$ cat config.mk
export PLATFORM = sky130hd
export DESIGN_NAME = branch_predictor_gshare
export DESIGN_NICKNAME = d
export VERILOG_FILES = /design/src/rtl/branch_predictor_gshare.sv
export SDC_FILE = /design/constraint.sdc
export NUM_CORES = 1
export LEC_CHECK = 0
export ABC_AREA = 1
export CAP_MARGIN = 10
export CORE_UTILIZATION = 45
export CTS_BUF_LIST = sky130_fd_sc_hd__clkbuf_4 sky130_fd_sc_hd__clkbuf_8
export CTS_CLUSTER_DIAMETER = 80
export DETAILED_ROUTE_END_ITERATION = 12
export HOLD_SLACK_MARGIN = 0.1
export SYNTH_ARGS = -nofsm -noshare
export SYNTH_HDL_FRONTEND = slang
export SYNTH_SLANG_ARGS = --single-unit
$ cat constraint.sdc
create_clock -name clk -period 3.2 [get_ports clk]
set_clock_uncertainty 0.1 [all_clocks]
set_input_delay 0.96 -clock clk [delete_from_list [all_inputs] [get_ports clk]]
set_output_delay 0.96 -clock clk [all_outputs]
set_load 0.005 [all_outputs]
$ cat src/rtl/branch_predictor_gshare.sv
// Gshare branch predictor: GHR xor PC indexes a table of saturating counters.
// Define BP_SPEC_HISTORY_EN for speculative GHR update with restore on mispredict.
module branch_predictor_gshare #(
  parameter int unsigned ADDR_WIDTH = 8,
  parameter int unsigned HIST_WIDTH = 8,
  parameter int unsigned CNT_WIDTH  = 2,
  parameter int unsigned STAT_WIDTH = 16
) (
  input  logic                  clk,
  input  logic                  rst_n,
  input  logic                  pred_valid,
  input  logic [ADDR_WIDTH-1:0] pred_addr,
  output logic                  pred_out_valid,
  output logic                  pred_taken,
  output logic [ADDR_WIDTH-1:0] pred_index,
  output logic [HIST_WIDTH-1:0] pred_hist,
  input  logic                  upd_valid,
  input  logic [ADDR_WIDTH-1:0] upd_index,
  input  logic [HIST_WIDTH-1:0] upd_hist,
  input  logic                  upd_taken,
  input  logic                  upd_mispredict,
  input  logic                  stat_clr,
  output logic [HIST_WIDTH-1:0] ghr,
  output logic [STAT_WIDTH-1:0] stat_branches,
  output logic [STAT_WIDTH-1:0] stat_mispredicts
);

  localparam int Entries = 2 ** ADDR_WIDTH;
  localparam logic [CNT_WIDTH-1:0] CntInit = {1'b0, {(CNT_WIDTH-1){1'b1}}};
  localparam logic [CNT_WIDTH-1:0] CntMax  = '1;
  localparam logic [STAT_WIDTH-1:0] StatMax = '1;

  logic [CNT_WIDTH-1:0]  pht_q [Entries];
  logic [CNT_WIDTH-1:0]  upd_cnt_d;
  logic [ADDR_WIDTH-1:0] pred_idx;
  logic                  pred_dir;
  logic [HIST_WIDTH-1:0] ghr_q, ghr_d;

  logic                  pred_out_valid_q;
  logic                  pred_taken_q;
  logic [ADDR_WIDTH-1:0] pred_index_q;
  logic [HIST_WIDTH-1:0] pred_hist_q;

  logic [STAT_WIDTH-1:0] br_q, br_d, mp_q, mp_d;

  // Reads the pre-update table, so a same-cycle update to this entry is not seen.
  assign pred_idx = pred_addr ^ ADDR_WIDTH'(ghr_q);
  assign pred_dir = pht_q[pred_idx][CNT_WIDTH-1];

  always_comb begin
    upd_cnt_d = pht_q[upd_index];
    if (upd_taken) begin
      if (upd_cnt_d != CntMax) upd_cnt_d = upd_cnt_d + CNT_WIDTH'(1);
    end else if (upd_cnt_d != '0) begin
      upd_cnt_d = upd_cnt_d - CNT_WIDTH'(1);
    end
  end

  always_ff @(posedge clk or negedge rst_n) begin
    if (!rst_n) begin
      for (int i = 0; i < Entries; i++) pht_q[i] <= CntInit;
    end else if (upd_valid) begin
      pht_q[upd_index] <= upd_cnt_d;
    end
  end

`ifdef BP_SPEC_HISTORY_EN
  always_comb begin
    ghr_d = ghr_q;
    // Restore from the carried history wins over this cycle's speculative shift.
    if (upd_valid && upd_mispredict) begin
      ghr_d = {upd_hist[HIST_WIDTH-2:0], upd_taken};
    end else if (pred_valid) begin
      ghr_d = {ghr_q[HIST_WIDTH-2:0], pred_dir};
    end
  end
`else
  logic unused_upd_hist;
  assign unused_upd_hist = ^upd_hist;

  always_comb begin
    ghr_d = ghr_q;
    if (upd_valid) ghr_d = {ghr_q[HIST_WIDTH-2:0], upd_taken};
  end
`endif

  always_ff @(posedge clk or negedge rst_n) begin
    if (!rst_n) begin
      ghr_q <= '0;
    end else begin
      ghr_q <= ghr_d;
    end
  end

  always_ff @(posedge clk or negedge rst_n) begin
    if (!rst_n) begin
      pred_out_valid_q <= 1'b0;
      pred_taken_q     <= 1'b0;
      pred_index_q     <= '0;
      pred_hist_q      <= '0;
    end else begin
      pred_out_valid_q <= pred_valid;
      if (pred_valid) begin
        pred_taken_q <= pred_dir;
        pred_index_q <= pred_idx;
        pred_hist_q  <= ghr_q;
      end
    end
  end

  always_comb begin
    br_d = br_q;
    mp_d = mp_q;
    if (stat_clr) begin
      br_d = '0;
      mp_d = '0;
    end else if (upd_valid) begin
      if (br_q != StatMax) br_d = br_q + STAT_WIDTH'(1);
      if (upd_mispredict && mp_q != StatMax) mp_d = mp_q + STAT_WIDTH'(1);
    end
  end

  always_ff @(posedge clk or negedge rst_n) begin
    if (!rst_n) begin
      br_q <= '0;
      mp_q <= '0;
    end else begin
      br_q <= br_d;
      mp_q <= mp_d;
    end
  end

  assign pred_out_valid   = pred_out_valid_q;
  assign pred_taken       = pred_taken_q;
  assign pred_index       = pred_index_q;
  assign pred_hist        = pred_hist_q;
  assign ghr              = ghr_q;
  assign stat_branches    = br_q;
  assign stat_mispredicts = mp_q;

endmodule

==> results_dict.tcl <==
set metrics [dict create \
    hold_class "reg2reg" \
    rows 98 \
    multiInputGateArea_um2 15000 \
    start_util 0.456 \
    ys_seq_elements 570 \
    netlist_top_cells_count "2,340 x nand2_1, 508 x inv_1, 433 x nand3_1" \
    synthArstFlopShare 1.00 \
    dp_hpwl_um 85400 \
    nNetsFinal 5280 \
    syn2layout_area_growth_pct 25.4 \
    crit_fanout 7 \
    required_ns 3.76 \
    routedWlPerCell_um 21.2 \
    yosysMostFrequentCell "nand2_1" \
    finalWirelength_um 133000 \
    core_area_um2 71700 \
    path_clk_slew_ns 0.06 \
    clockBufferDepth 3 \
    drtPass1Iterations 6 \
    fp.dieH_um 272 \
    synth_edf_count 0 \
    ant_nets 0 \
    boundaryPins 89 \
    synthFlopType "dfrtp_1" \
    hold_viol_final 0 \
    ir_worst_vdd_mv 0.309 \
    synth_area_leader_cell "nand2_1" \
    seqCellArea_um2 14600 \
    antenna_found_initial 1 \
    fill_cells 6816 \
    relSlewSlack 0.616 \
    cts_made_buffers 105 \
    fp.dieW_um 272 \
    switching_share 0.302 \
    drt_iter0_drc 4427 \
    clock-sinks 570 \
    seq_area_frac_synth 0.446 \
    p_comb_frac 0.179 \
    crit_type "in2reg" \
    io_buffers 80 \
    power.total_mw 18.9 \
    root_buffer "clkbuf_8" \
    power_leakage_nw 19.7 \
    cts_tree "done" \
    finalSetupViolCount 0 \
    vias 34300 \
    syn_inst 4877 \
    power_frac_clock 0.413 \
    placed_area_um2 37700 \
    syn_area_per_cell_um2 6.71 \
    grt.total_usage 0.347 \
    drc_errors 0 \
    die_area_um2 73800 \
    grt_pass1_wl_um 195000 \
    htreeDepth 3 \
    synth_top_area_frac 0.268 \
    power.density_nw_per_um2 460 \
    clk_latency_ns 0.75 \
    tightest_slew_ns 0.575 \
    synth_top_cells_by_area "nand2_1 27%, dfrtp_1 24%, dfstp_2 21%, nand3_1 6.6%, inv_1 5.8%" \
    status "finished, final reports clean" \
    switching_power_mw 5.71 \
    crit_path_start_kind "primary input" \
    drv_slew 0 \
    gp_congestion 0.962 \
    critical_path_arrival_ns 3.76 \
    drive_gt1_frac 0.176 \
    grt_start_max_net_pins 89 \
    fin_crit_sh 0.998 \
    min_period_ns 3.19 \
    seqPwrFrac 0.408 \
    final_area_um2 41000 \
    gr-total-overflow 0 \
    yosysUniqueCellTypes 32 \
    maxCapViolCount 0 \
    via_per_inst 5.45 \
    final_core_util 0.572 \
    critPathCaptureType "flop" \
    syn_area_um2 32700 \
    clock.fmax_mhz 313 \
    intPower_mw 13.2 \
    yosys_warnings 0 \
    synthesis.nets 4910 \
    grt_pass1_vias 31900 \
]
-- metal layers --
metal,track usage,part of all wire,vias to the layer above
li1,-,-,16000
met1,0.476,0.41,16100
met2,0.527,0.43,1846
met3,0.0781,0.11,356
met4,0.146,0.047,0
met5,0,0,-
-- cell families (layout without fill, tap and decap cells) --
| group | Yosys count | in the layout | synth area share |
|---|---|---|---|
| AO/OA/AOI/OAI | 299 | 299 | 0.0540 |
| XOR/XNOR | 8 | 8 | 0.00214 |
| adder cells (fa/ha/maj) | 2 | 2 | 0.000764 |
| buffers and inverters | 782 | 1243 | 0.100 |
| flip-flops | 570 | 570 | 0.446 |
| other | 0 | 1 | 0 |
| AND/OR/NAND/NOR | 3216 | 3216 | 0.397 |
-- critical path, cell delays in order --
cell	delay, ns
clkdlybuf4s50_1	0.61
nor2_1	0.13
inv_1	0.10
nor2_1	0.06
buf_4	0.16
o21ai_0	0.12
nand2_1	0.14
nor2_2	0.14
nand2_1	0.12
nor2_1	0.15
nand2_1	0.10
nand2_2	0.13
buf_4	0.17
nand2_8	0.13
clkbuf_16	0.21
clkbuf_16	0.18
nand2_1	0.08
nand2_1	0.05
-- worst paths after layout --
kind	endpoint	from	slack, ns	depth (start not counted)
worst max-delay path	pht_q[118]	upd_index[7]	0.007	18
worst min-delay path	pht_q[88]	pht_q[88]	0.36	2
worst max register to register	pht_q[118]	pht_q[511]	0.33	20
min in group asynchronous	pht_q[323]	rst_n	0.60	2
max in group asynchronous	pht_q[500]	rst_n	1.52	4
worst min register to register	pht_q[88]	pht_q[88]	0.36	2
-- registers in the layout, summed over array words and instances (netlist names) --
name / count
pht_q: 512
stat_branches: 16
stat_mispredicts: 16
ghr: 8
pred_hist: 8
pred_index: 8
pred_out_valid: 1
pred_taken: 1
-- what timing repair did --
action / in CTS / in global routing
setup buffers: 4 / 6
cloned: 3 / 26
endpoints found under the hold margin: 11 / 0
gates resized for setup: 15 / 62
hold buffers: 1 / 0
pin swaps: 1 / 13
setup endpoints to repair: 510 / 508
-- stage by stage --
stage / TNS, ns / worst slack (ns) / hold slack (ns) / cells
2_1_floorplan: 0 / 0.162 / 0.346 / 4877
3_3_place_gp: -484.93 / -0.994 / 0.353 / 6050
3_5_place_dp: -504.43 / -1.07 / 0.355 / 6050
4_1_cts: 0 / 0.00147 / 0.366 / 6256
5_1_grt: -0.0351 / -0.0243 / 0.372 / 6289
6_report: 0 / 0.00659 / 0.364 / 6289
-- layout make-up --
type	count	share of cell area
Clock inverter	18	0.00390
Timing Repair Buffer	523	0.144
Sequential cell	570	0.355
Multi-Input combinational cell	3525	0.367
Antenna cell	1	0.0000610
Inverter	522	0.0481
Clock buffer	180	0.0528
Tap cell	950	0.0290
-- power by group through the flow --
| stage | registers, mW | clock network, mW | logic, mW |
|---|---|---|---|
| after floorplan | 7.78 | 0 | 1.30 |
| after global placement | 7.82 | 0 | 3.02 |
| after detailed placement | 7.81 | 0 | 3.04 |
| after CTS | 7.70 | 7.89 | 3.09 |
| after global routing | 7.73 | 8.18 | 3.52 |
| final | 7.71 | 7.80 | 3.38 |
-- layout by cell type (no fill, tap or decap), types with 3 or more instances in the layout --
| cell type | n |
|---|---|
| a21oi_1 | 34 |
| a22oi_1 | 34 |
| buf_12 | 91 |
| buf_16 | 11 |
| buf_4 | 304 |
| buf_6 | 16 |
| clkbuf_16 | 21 |
| clkbuf_4 | 50 |
| clkbuf_8 | 130 |
| clkdlybuf4s50_1 | 72 |
| clkinv_1 | 8 |
| clkinv_2 | 10 |
| clkinvlp_4 | 4 |
| dfrtp_1 | 314 |
| dfstp_2 | 256 |
| dlymetal6s2s_1 | 3 |
| inv_1 | 508 |
| inv_4 | 3 |
| nand2_1 | 2333 |
| nand2_2 | 4 |
| nand2_4 | 4 |
| nand3_1 | 431 |
| nand4_1 | 55 |
| nor2_1 | 206 |
| nor2_2 | 4 |
| nor2_4 | 5 |
| nor3_1 | 168 |
| o211ai_1 | 68 |
| o21ai_0 | 133 |
| o21ai_1 | 17 |
| o21ai_2 | 8 |
| xnor2_1 | 4 |
Note: power is estimated with default switching activity, not from simulation.
